--- config.mk ---
export PLATFORM = sky130hd
export DESIGN_NAME = hilo_muldiv_ctrl
export DESIGN_NICKNAME = d
export VERILOG_FILES = /design/src/rtl/hilo_muldiv_ctrl.sv
export SDC_FILE = /design/constraint.sdc
export NUM_CORES = 1
export LEC_CHECK = 0
export BUFFER_PORTS_ARGS = -buffer_cell sky130_fd_sc_hd__buf_2
export CELL_PAD_IN_SITES_DETAIL_PLACEMENT = 1
export CELL_PAD_IN_SITES_GLOBAL_PLACEMENT = 2
export CORE_ASPECT_RATIO = 0.8
export CORE_UTILIZATION = 32
export DETAILED_ROUTE_END_ITERATION = 8
export HOLD_SLACK_MARGIN = 0.08
export PLACE_DENSITY = 0.83
export SYNTH_ARGS = -nofsm -noshare
export SYNTH_HDL_FRONTEND = slang
export SYNTH_SLANG_ARGS = --single-unit
--- constraint.sdc ---
create_clock -name CLK -period 3.4 [get_ports CLK]
set_clock_uncertainty 0.2 [all_clocks]
set_input_delay 1.02 -clock CLK [delete_from_list [all_inputs] [get_ports CLK]]
set_output_delay 1.02 -clock CLK [all_outputs]
set_load 0.02 [all_outputs]
--- src/rtl/hilo_muldiv_ctrl.sv ---
// hilo_muldiv_ctrl: iterative multiply/divide sequencer owning the HI/LO pair.
// Runs mult/multu/div/divu as a bit-serial loop (one bit per RUN cycle), handles
// mthi/mtlo in a single cycle, and serves mfhi/mflo reads from the live HI/LO.
//
// Ports:
//   CLK          rising-edge clock
//   RST          synchronous active-high reset
//   start, op    operation request and code (000 mult, 001 multu, 010 div,
//                011 divu, 100 mthi, 101 mtlo, 11x no-op)
//   A, B         rs / rt operands
//   rd_req       mfhi/mflo read request; rd_sel selects HI (1) or LO (0)
//   rd_data      combinational HI/LO read mux
//   stall        busy & (start | rd_req)
//   busy         operation in flight (registered)
//   done         one-cycle pulse when HI/LO commit
//   div_by_zero  one-cycle pulse with done for a zero divisor
//   HI, LO       architectural result registers
module hilo_muldiv_ctrl #(
  parameter int unsigned XLEN = 32,
  parameter int unsigned ITER = 32
) (
  input  logic            CLK,
  input  logic            RST,
  input  logic            start,
  input  logic [2:0]      op,
  input  logic [XLEN-1:0] A,
  input  logic [XLEN-1:0] B,
  input  logic            rd_req,
  input  logic            rd_sel,
  output logic [XLEN-1:0] rd_data,
  output logic            stall,
  output logic            busy,
  output logic            done,
  output logic            div_by_zero,
  output logic [XLEN-1:0] HI,
  output logic [XLEN-1:0] LO
);

  localparam int unsigned CntW = (ITER > 1) ? $clog2(ITER) : 1;
  localparam logic [CntW-1:0] CntInit = CntW'(ITER - 1);

  localparam logic [2:0] OpMult  = 3'b000;
  localparam logic [2:0] OpMultu = 3'b001;
  localparam logic [2:0] OpDiv   = 3'b010;
  localparam logic [2:0] OpDivu  = 3'b011;
  localparam logic [2:0] OpMthi  = 3'b100;
  localparam logic [2:0] OpMtlo  = 3'b101;

  typedef enum logic [1:0] {StIdle, StRun, StFix} state_t;

  state_t                state;
  logic [CntW-1:0]       cnt;
  // Multiply: {partial product, remaining multiplier bits}.
  // Divide: low half holds dividend bits shifting out / quotient bits shifting in.
  logic [2*XLEN-1:0]     acc;
  logic [XLEN-1:0]       rem;
  logic [XLEN-1:0]       opa;      // |multiplicand|
  logic [XLEN-1:0]       opb;      // |divisor|
  logic                  neg_res;  // negate product / quotient at commit
  logic                  neg_rem;  // negate remainder at commit
  logic                  is_div;
  logic                  dbz_pend;

  logic                  signed_op;
  logic                  a_neg;
  logic                  b_neg;
  logic [XLEN-1:0]       abs_a;
  logic [XLEN-1:0]       abs_b;
  logic [XLEN:0]         msum;
  logic [XLEN:0]         part;
  logic [XLEN:0]         diff;
  logic                  q_bit;
  logic [XLEN-1:0]       rem_next;
  logic [2*XLEN-1:0]     prod;
  logic [XLEN-1:0]       quo_fix;
  logic [XLEN-1:0]       rem_fix;

  always_comb begin
    signed_op = (op == OpMult) || (op == OpDiv);
    a_neg     = signed_op & A[XLEN-1];
    b_neg     = signed_op & B[XLEN-1];
    abs_a     = a_neg ? -A : A;
    abs_b     = b_neg ? -B : B;

    // Shift-add step: add multiplicand when the current multiplier LSB is set.
    msum = {1'b0, acc[2*XLEN-1:XLEN]} + (acc[0] ? {1'b0, opa} : '0);

    // Restoring divide step. The partial remainder stays below the divisor, so
    // the XLEN+1-bit difference's top bit is set exactly when the trial fails.
    part     = {rem, acc[XLEN-1]};
    diff     = part - {1'b0, opb};
    q_bit    = ~diff[XLEN];
    rem_next = q_bit ? diff[XLEN-1:0] : part[XLEN-1:0];

    prod    = neg_res ? -acc : acc;
    quo_fix = neg_res ? -acc[XLEN-1:0] : acc[XLEN-1:0];
    rem_fix = neg_rem ? -rem : rem;
  end

  assign rd_data = rd_sel ? HI : LO;
  assign stall   = busy & (start | rd_req);

  always_ff @(posedge CLK) begin
    if (RST) begin
      state       <= StIdle;
      cnt         <= '0;
      acc         <= '0;
      rem         <= '0;
      opa         <= '0;
      opb         <= '0;
      neg_res     <= 1'b0;
      neg_rem     <= 1'b0;
      is_div      <= 1'b0;
      dbz_pend    <= 1'b0;
      busy        <= 1'b0;
      done        <= 1'b0;
      div_by_zero <= 1'b0;
      HI          <= '0;
      LO          <= '0;
    end else begin
      done        <= 1'b0;
      div_by_zero <= 1'b0;
      case (state)
        StIdle: begin
          if (start) begin
            case (op)
              OpMult, OpMultu: begin
                opa      <= abs_a;
                acc      <= {{XLEN{1'b0}}, abs_b};
                neg_res  <= a_neg ^ b_neg;
                neg_rem  <= 1'b0;
                is_div   <= 1'b0;
                dbz_pend <= 1'b0;
                cnt      <= CntInit;
                busy     <= 1'b1;
                state    <= StRun;
              end
              OpDiv, OpDivu: begin
                opb     <= abs_b;
                acc     <= {{XLEN{1'b0}}, abs_a};
                rem     <= '0;
                neg_res <= a_neg ^ b_neg;
                neg_rem <= a_neg;
                is_div  <= 1'b1;
                cnt     <= CntInit;
                busy    <= 1'b1;
                if (B == '0) begin
                  // Skip the loop; FIX only signals, HI/LO are left alone.
                  dbz_pend <= 1'b1;
                  state    <= StFix;
                end else begin
                  dbz_pend <= 1'b0;
                  state    <= StRun;
                end
              end
              OpMthi:  HI <= A;
              OpMtlo:  LO <= A;
              default: ;
            endcase
          end
        end
        StRun: begin
          if (is_div) begin
            acc <= {acc[2*XLEN-1:XLEN], acc[XLEN-2:0], q_bit};
            rem <= rem_next;
          end else begin
            acc <= {msum, acc[XLEN-1:1]};
          end
          cnt <= cnt - CntW'(1);
          if (cnt == '0) state <= StFix;
        end
        StFix: begin
          state       <= StIdle;
          busy        <= 1'b0;
          done        <= 1'b1;
          div_by_zero <= dbz_pend;
          if (!dbz_pend) begin
            if (is_div) begin
              HI <= rem_fix;
              LO <= quo_fix;
            end else begin
              {HI, LO} <= prod;
            end
          end
        end
        default: state <= StIdle;
      endcase
    end
  end

endmodule

==> flow_summary_export.csv, run 1 <==
group,metric,value,unit
outcome,outcome,"finished, violations left",
outcome,violations,"setup timing",
timing,worst_pin_slew,1.21,ns
placed_design,port_buffers,171,
layout,multi_input_area,12300,sq um
layout,finalNetCount,2786,
timing,hold_slack,0.254,ns
placed_design,dp_cells,3302,
worst_setup_path,slowest_delay,0.42,ns
worst_setup_path,path_class,"reg -> reg",
synth,synth_cells,2310,
worst_setup_path,cp_num_cells,14,
synth,yosysSeqAreaShare,27.4,%
worst_setup_path,crit_family,"compound AO/OA/AOI/OAI gates",
clock_tree,ctsHtreeMaxLevel,1,
synth,syn_area,17400,sq um
synth,syn_nets,2454,
worst_setup_path,end_kind,"flop",
synth,synth_top_family_by_area,"compound AO/OA/AOI/OAI gates",
global_route,grt_max_degree,67,
layout,seqCellArea,4780,sq um
floorplanning,die_y,210,microns
synth,synthMuxAreaShare,4.60,%
worst_setup_path,crit_slowest_cell,"fa_2",
synth,synth-simple-area-share,21.5,%
clock_tree,cts_inserted_buffers,29,
synth,synth_cell_types,79,
synth,synth_top_area_cell,"dfxtp_1",
clock_tree,clock_sinks,238,
layout,syn_to_final_growth,29.3,%
floorplanning,std_cell_rows,75,
synth,synth_fa_ha_area_share,5.27,%
synth,async_flop_share,0,%
floorplanning,initial_core_util,32.7,%
clock_tree,cts_root_buf,"clkbuf_16",
clock_tree,insertion_delay,0.58,ns
synth,synth_edf_count,0,
drt,wl,77.1,mm
timing,drv_slew,0,
synth,yosysTopAreaCellShare,27.4,%
layout,final_cells,3358,
floorplanning,die_width,262,microns
synth,synth.avg_cell_area,7.52,sq um
clock_tree,cts.path.max_buffers,3,
synth,postSynth.topFlopCell,"dfxtp_1",
drt,drt_iter0_drc,1387,
synth,synthTopCellsByArea,"dfxtp_1 (27%), nand2_1 (6.1%), a21oi_1 (5.1%), ha_1 (5.0%), xnor2_1 (5.0%)",
layout,diodes,0,
drt,vias_per_cell,5.75,
synth,synth_compound_gate_area_share,26.2,%
timing,max_freq,294,MHz
synth,ys_ff_latch,238,
synth,synth-xor-area-share,10.1,%
worst_setup_path,critical_path_peak_fanout,6,
timing,fin_crit_sh,100,%
worst_setup_path,crit_required,3.65,ns
drt,avgRoutedWirePerCell,23.0,microns
min_path,min_delay_path_depth,2,
timing,setup_violations,2,
floorplanning,num_io_pins,172,
layout,drive_above_1_share,25.3,%
drt,num_vias,19300,
worst_setup_path,crit_chain,"inv_2 -> ha_2 -> fa_2 -> nand2b_4 -> a21oi_2 -> buf_4 -> o211ai_1 -> a211oi_1 -> nor3_2 -> buf_4 -> xnor2_4 -> buf_4 -> mux2i_1 -> o21ai_0",
floorplanning,die-area,55200,sq um
global_route,grtUsageTotal,27.0,%
pwr,p_leak,0.00959,uW
layout,fin_area,22500,sq um
timing,relSlewSlack,19.3,%
timing,hold_violations,0,
clock_tree,clk_pin_slew,0.06,ns
min_path,hp-class,"reg -> reg",
worst_setup_path,cp.arrival,3.65,ns
global_route,grt_pass1_vias,19300,
placed_design,place.gp.congestion,0.900,
floorplanning,coreArea,53000,sq um
timing,min_period,3.41,ns
global_route,antenna_found_initial,1,
layout,fill_cells,6447,
pwr,powerDensity,403,nW/um^2
drt,dr.pass1.iters,5,
drt,route.detailed.drc,0,
clock_tree,hold_buffers,0,
flow_run,max_cap_violations,0,
worst_setup_path,rrSetupSlack,-0.006,ns
pwr,ir_drop,0.000325,V
global_route,grt_overflow_total,0,
clock_tree,cts_tree,"done",
synth,yosys_warnings,0,
placed_design,dp_hpwl,59.5,mm
worst_setup_path,path_common_cell,"buf_4",
worst_setup_path,cp_num_buf_inv,4,
drt,antenna_left,0,
global_route,grt_pass1_wl,117,mm
timing,setup_slack,-0.00642,ns
worst_setup_path,crit_path_start_kind,"flop",
placed_design,placed_area,20800,sq um
timing,tns,-0.00841,ns
worst_setup_path,ff2ff_path_depth,14,
timing,rsz0062_at_grt,"yes",
-- cell usage in the layout, fill, tap and decap left out, types with 38 or more instances in the layout --
| cell type | Yosys | routed |
|---|---|---|
| buf_2 | 4 | 170 |
| xnor2_1 | 100 | 99 |
| nand2_1 | 281 | 281 |
| a21oi_1 | 178 | 170 |
| ha_1 | 70 | 69 |
| nand3_1 | 38 | 38 |
| a21o_1 | 45 | 45 |
| a211oi_1 | 66 | 61 |
| nor2_1 | 224 | 220 |
| dfxtp_1 | 238 | 233 |
| nor3_1 | 66 | 59 |
| o21ai_0 | 174 | 163 |
| mux2_2 | 39 | 39 |
| buf_4 | 0 | 282 |
| and2_1 | 41 | 40 |
| inv_1 | 62 | 61 |
| xor2_1 | 100 | 98 |
-- synthesized netlist by cell type, types with 41 or more instances --
cell and n:
o21ai_0 174, inv_1 62, xnor2_1 100, a21o_1 45
nor2_1 224, a211oi_1 66, nor3_1 66, dfxtp_1 238
ha_1 70, and2_1 41, xor2_1 100, a21oi_1 178
nand2_1 281, clkbuf_1 140
-- flip-flops by register name, indices dropped and copies added (netlist names), 2 cells and up --
name	count
opa	32
rem	32
LO	32
HI	32
cnt	5
acc	64
opb	32
state	2
-- metal layers --
| layer | track usage (%) | wire, microns | vias up |
|---|---|---|---|
| met2 | 42.3 | 33400 | 555 |
| met4 | 9.33 | 2830 | 2 |
| met1 | 38.2 | 37100 | 9632 |
| li1 | - | - | 8983 |
| met5 | 0 | 13 | - |
| met3 | 3.33 | 3780 | 124 |
-- power breakdown --
| group | internal (uW) | total [uW] | switching (uW) |
|---|---|---|---|
| clock network | 2390 | 3790 | 1400 |
| registers | 2920 | 3040 | 123 |
| logic | 863 | 2220 | 1360 |
-- per-stage QoR --
stage / worst slack (ns) / util (%) / power, uW
4_1_cts: 0.00144 / 41.7 / 8990
6_report: -0.00642 / 42.4 / 9050
3_3_place_gp: -0.430 / 39.3 / 5130
5_1_grt: -0.0547 / 42.4 / 9360
3_5_place_dp: -0.447 / 39.3 / 5180
2_1_floorplan: -0.0838 / - / 4230
-- worst register-to-register path, delay by kind of cell (launching register included) --
| family | cells | cell delay [ns] |
|---|---|---|
| compound gates | 4 | 0.72 |
| fa+ha+maj | 2 | 0.64 |
| simple gates | 2 | 0.25 |
| xor+xnor | 1 | 0.22 |
| flops | 1 | 0.35 |
| buf+inv | 4 | 0.62 |
| mux | 1 | 0.27 |
-- cells by family (layout without fill, tap and decap cells) --
| logic type | count (synthesis) | count (layout) |
|---|---|---|
| buffers and inverters | 225 | 580 |
| and+or+nand+nor | 799 | 799 |
| xor gates and xnor gates | 200 | 200 |
| DFF | 238 | 238 |
| adders and majority gates | 72 | 72 |
| AOI/OAI and AO/OA | 701 | 701 |
| muxes | 75 | 75 |
-- layout make-up --
class / instances / area share, %
clock buffer: 37 / 3.68
clock inverter: 17 / 1.41
inverter: 63 / 1.05
multi-input combinational: 1847 / 54.7
sequential: 238 / 21.3
tap: 693 / 3.86
timing repair buffer: 463 / 14.0
-- worst paths after layout --
path	startpoint	to
worst min-delay path	opa[12]	opa[12]
worst max-delay path	acc[31]	rem[27]
worst min register to register	opa[12]	opa[12]
worst max register to register	acc[31]	rem[27]
-- timing repair --
| action | 4_1_cts | 5_1_grt |
|---|---|---|
| setup endpoints to repair | 59 | 71 |
| endpoints found under the hold margin | 0 | 0 |
| pin swaps | 3 | 19 |
| gates resized for setup | 33 | 66 |
| setup buffers | 0 | 2 |
Note: power is estimated with default switching activity, not from simulation.
==> run 2, diff against run 1 <==
Settings changed: CORE_UTILIZATION 32 to 35, PLACE_DENSITY 0.83 to 0.86.
Clock period 3.4 ns to 3.9 ns, I/O delays scaled along.
==> flow_summary_export.csv, run 2 (synthesis gave the netlist of run 1 again) <==
group,metric,value,unit
layout,mostFrequentLayoutCell,"nand2_1",
clock_tree,cts_root_buf,"clkbuf_16",
clock_tree,cts_tree,"done",
timing,fin_crit_sh,94.4,%
pwr,finalPower,7370,uW
drt,route.detailed.drc,0,
pwr,p_leak,0.00865,uW
worst_setup_path,crit_start,"acc[0]",
drt,vias_per_cell,5.87,
timing,rsz0062_at_grt,"no",
clock_tree,cts.path.max_buffers,3,
clock_tree,cts_inserted_buffers,28,
worst_setup_path,crit_required,4.16,ns
clock_tree,ctsHtreeMaxLevel,1,
layout,regMostFlops,"acc",
layout,diodes,0,
timing,min_period,3.68,ns
pwr,powerDensity,358,nW/um^2
drt,drt_iter0_drc,1307,
min_path,min_delay_path_depth,2,
timing,hold_violations,0,
layout,multi_input_area,11800,sq um
placed_design,place.gp.congestion,0.929,
worst_setup_path,crit_path_start_kind,"flop",
timing,drv_slew,0,
layout,fill_cells,6010,
worst_setup_path,ff2ff_path_depth,13,
timing,hold_slack,0.269,ns
drt,wl_met2,32.4,mm
global_route,grt_max_degree,91,
drt,wl_met1,34.5,mm
timing,setup_violations,0,
floorplanning,die-area,50500,sq um
layout,fin_area,20600,sq um
pwr,ir_drop,0.000342,V
drt,wl,72.3,mm
layout,finalNetCount,2631,
flow_run,max_cap_violations,0,
timing,worst_pin_slew,1.27,ns
floorplanning,die_y,201,microns
drt,num_vias,18400,
timing,max_freq,272,MHz
floorplanning,die_width,251,microns
placed_design,port_buffers,171,
drt,avgRoutedWirePerCell,23.0,microns
drt,antenna_left,0,
placed_design,dp_hpwl,55.8,mm
layout,seqCellArea,4770,sq um
timing,setup_slack,0.219,ns
clock_tree,insertion_delay,0.58,ns
floorplanning,num_io_pins,172,
drt,top_layer_used,"met4",
global_route,grtUsageTotal,27.9,%
global_route,grt_overflow_total,0,
min_path,hp-class,"reg -> reg",
global_route,antenna_found_initial,0,
worst_setup_path,end_kind,"flop",
clock_tree,clock_sinks,238,
floorplanning,initial_core_util,35.7,%
layout,layout_common_cells,"nand2_1 (281), dfxtp_1 (236), nor2_1 (219)",
worst_setup_path,r2r_start,"acc[0]",
worst_setup_path,critical_path_peak_fanout,8,
layout,largest_reg_flops,64,
drt,dr.pass1.iters,6,
placed_design,placed_area,19600,sq um
layout,drive_above_1_share,17.6,%
global_route,grt_pass1_wl,111,mm
clock_tree,clk_pin_slew,0.06,ns
worst_setup_path,path_class,"reg -> reg",
outcome,outcome,"finished clean",
worst_setup_path,cp.arrival,3.94,ns
timing,relSlewSlack,15.2,%
global_route,grt_pass1_vias,18500,
placed_design,dp_slack,-0.218,ns
floorplanning,coreArea,48600,sq um
floorplanning,std_cell_rows,72,
drt,wl_met3,3.35,mm
min_path,min_from,"LO[7]",
layout,syn_to_final_growth,18.7,%
[run 2: cell types whose count changed in the layout (fill, tap and decap cells not counted), moves of 7 or more]
cell / previous run / this run
or4_1: 13 / 23
buf_4: 282 / 132
o21ai_1: 14 / 5
o41ai_1: 17 / 25
or4_4: 14 / 4
a21oi_2: 8 / 1
o21ai_0: 163 / 173
or3_4: 9 / 2
or3_1: 15 / 22
[run 2: worst max-delay path: stages, from the launching register on]
cell and delay (ns):
dfxtp_1 0.40, buf_4 0.20, and2_1 0.15, ha_1 0.23, a21o_1 0.20, or3_1 0.29
or3_1 0.38, a21boi_1 0.31, o21bai_1 0.18, a41o_1 0.32, o31ai_1 0.26, buf_4 0.17
xnor2_1 0.06, a22o_1 0.20
[run 2: repair_timing]
item / CTS / global route
hold buffers: 0 / 0
setup buffers: 0 / 1
resized for setup: 0 / 3
setup endpoints to repair: 0 / 5
[run 2: power breakdown]
group          internal, uW  leakage, uW  switching (uW)  total [uW]
registers              2540      0.00194             125        2670
clock network          1850     0.000508            1180        3030
logic                   601      0.00621            1070        1680
[run 2: path summary, 6_finish.rpt]
kind	end	slack, ns
setup / recovery	acc[59]	0.22
hold / removal	LO[7]	0.27
hold reg to reg	LO[7]	0.27
setup reg to reg	acc[59]	0.22
[run 2: layout make-up]
cell class,instances,area share (%)
multi-input combinational,1847,57.3
sequential,238,23.1
timing repair buffer,309,9.57
clock buffer,39,3.95
tap,629,3.82
inverter,63,1.15
clock inverter,13,1.06
[run 2: through the flow]
step	setup TNS, ns	util [%]	std cells
after floorplan	0	-	2310
after global placement	-1.16	40.2	3085
after detailed placement	-1.82	40.2	3085
after CTS	0	42.3	3137
after global routing	0	42.4	3138
final	0	42.4	3138
[run 2: metal layers]
metal / vias to the layer above / GRT usage [%]
met4: 0 / 7.77
met2: 530 / 44.9
met3: 99 / 2.64
met5: - / 0
li1: 8663 / -
met1: 9121 / 39.6
==> run 3, diff against run 2 <==
Settings changed: CORE_UTILIZATION 35 to 30, PLACE_DENSITY 0.86 to 0.76, REMOVE_ABC_BUFFERS set to 1.
==> flow_summary_export.csv, run 3 (synthesis gave the netlist of run 1 again) <==
group,metric,value,unit
outcome,outcome,"finished clean",
global_route,grt_max_degree,64,
placed_design,dp_hpwl,57.5,mm
pwr,power.share.sequential,36.2,%
timing,relSlewSlack,25.9,%
floorplanning,coreArea,56900,sq um
layout,finalNetCount,2631,
layout,final_cells,3270,
worst_setup_path,crit_path_start_kind,"flop",
flow_run,max_cap_violations,0,
pwr,p_sw,2410,uW
drt,antenna_left,0,
placed_design,dp_slack,-0.196,ns
global_route,grt_overflow_total,0,
clock_tree,ctsHtreeMaxLevel,1,
worst_setup_path,cp.arrival,4.18,ns
layout,layout_common_cells,"nand2_1 (281), dfxtp_1 (236), nor2_1 (220)",
timing,min_period,3.86,ns
pwr,p_leak,0.00866,uW
placed_design,place.gp.congestion,0.915,
floorplanning,die_width,271,microns
clock_tree,clock_sinks,238,
timing,fin_crit_sh,99.0,%
global_route,grtUsageTotal,24.7,%
drt,num_vias,18400,
clock_tree,hold_buffers,0,
floorplanning,std_cell_rows,78,
worst_setup_path,path_class,"reg -> reg",
layout,syn_to_final_growth,19.9,%
drt,dr.pass1.iters,5,
global_route,grt_pass1_vias,18400,
pwr,powerDensity,357,nW/um^2
timing,setup_violations,0,
layout,regMostFlops,"acc",
drt,avgRoutedWirePerCell,22.8,microns
pwr,pwr-share-clk,41.8,%
timing,worst_pin_slew,1.11,ns
min_path,hp-class,"reg -> reg",
timing,setup_slack,0.0396,ns
clock_tree,cts_inserted_buffers,30,
pwr,ir_drop,0.000317,V
pwr,p_int,5020,uW
clock_tree,cts_root_buf,"clkbuf_16",
placed_design,dp_cells,3215,
timing,rsz0062_at_grt,"no",
worst_setup_path,crit_required,4.22,ns
clock_tree,cts.path.max_buffers,3,
worst_setup_path,critical_path_peak_fanout,6,
drt,vias_per_cell,5.62,
drt,route.detailed.drc,0,
floorplanning,initial_core_util,30.5,%
layout,mostFrequentLayoutCell,"nand2_1",
pwr,p_comb_share,22.0,%
timing,drv_slew,0,
drt,drt_iter0_drc,1296,
clock_tree,clk_pin_slew,0.06,ns
clock_tree,insertion_delay,0.59,ns
clock_tree,cts_tree,"done",
global_route,antenna_found_initial,1,
timing,max_freq,259,MHz
layout,drive_above_1_share,17.6,%
floorplanning,die-area,58800,sq um
pwr,p_sw_share,32.4,%
placed_design,port_buffers,171,
global_route,grt_pass1_wl,114,mm
timing,hold_violations,0,
drt,wl,74.4,mm
floorplanning,die_y,217,microns
clock_tree,postCtsSetupBuffers,0,
floorplanning,num_io_pins,172,
layout,largest_reg_flops,64,
layout,diodes,0,
worst_setup_path,end_kind,"flop",
-- run 3: cell count changes in the layout (fill, tap and decap cells not counted), sizes merged --
cell,before,now
clkinvlp,1,5
buf,309,307
clkbuf,39,41
clkinv,6,4
bufinv,6,5
-- run 3: timing repair --
item                                    4_1_cts  5_1_grt
endpoints found under the hold margin         0        0
endpoints found under the setup margin        0        2
gates resized for setup                       0        1
-- run 3: worst paths after layout --
kind | startpoint | cells past startpoint | slack [ns] | end
worst max-delay path | rem[13] | 7 | 0.04 | HI[23]
worst min-delay path | opa[3] | 2 | 0.25 | opa[3]
worst max register to register | rem[13] | 7 | 0.04 | HI[23]
worst min register to register | opa[3] | 2 | 0.25 | opa[3]
-- run 3: stage by stage --
stage          hold WS [ns]  total power [uW]  utilization [%]  setup TNS (ns)  area [sq um]
6_report              0.248              7430             36.6               0         20800
3_3_place_gp          0.229              4320             34.7          -0.712         19700
4_1_cts               0.253              7470             36.6               0         20800
3_5_place_dp          0.239              4360             34.7           -1.13         19700
2_1_floorplan         0.217              3630                -          -44.83         16700
5_1_grt               0.274              7720             36.6               0         20800
-- run 3: critical path: stages (launching register included) --
cell,delay (ns)
dfxtp_1,0.39
or4_4,0.53
or4_1,0.47
or4_1,0.63
o41ai_1,0.35
xor2_1,0.23
a2111oi_0,0.76
a22o_1,0.23
-- run 3: per-layer routing --
metal	wire [microns]	track usage (%)	share of wire, %	vias up
met2	33000	39.0	44	441
met3	3700	2.77	5.0	92
li1	-	-	-	8679
met5	0	0	0	-
met1	36100	35.5	49	9168
met4	1650	5.88	2.2	0
-- run 3: cell type report --
cell class | count | area (sq um)
Tap cell | 760 | 951
Multi-Input combinational cell | 1847 | 11800
Clock buffer | 41 | 873
Clock inverter | 14 | 208
Timing Repair Buffer | 307 | 1980
Inverter | 63 | 236
Sequential cell | 238 | 4770
Fill cell | 6921 | 36100
-- run 3: power by group through the flow --
stage	Combinational [uW]	Sequential, uW	Clock [uW]
CTS	1620	2690	3160
detailed placement	1610	2740	0
global placement	1580	2740	0
finish	1640	2690	3110
global route	1760	2700	3260
floorplan	879	2750	0
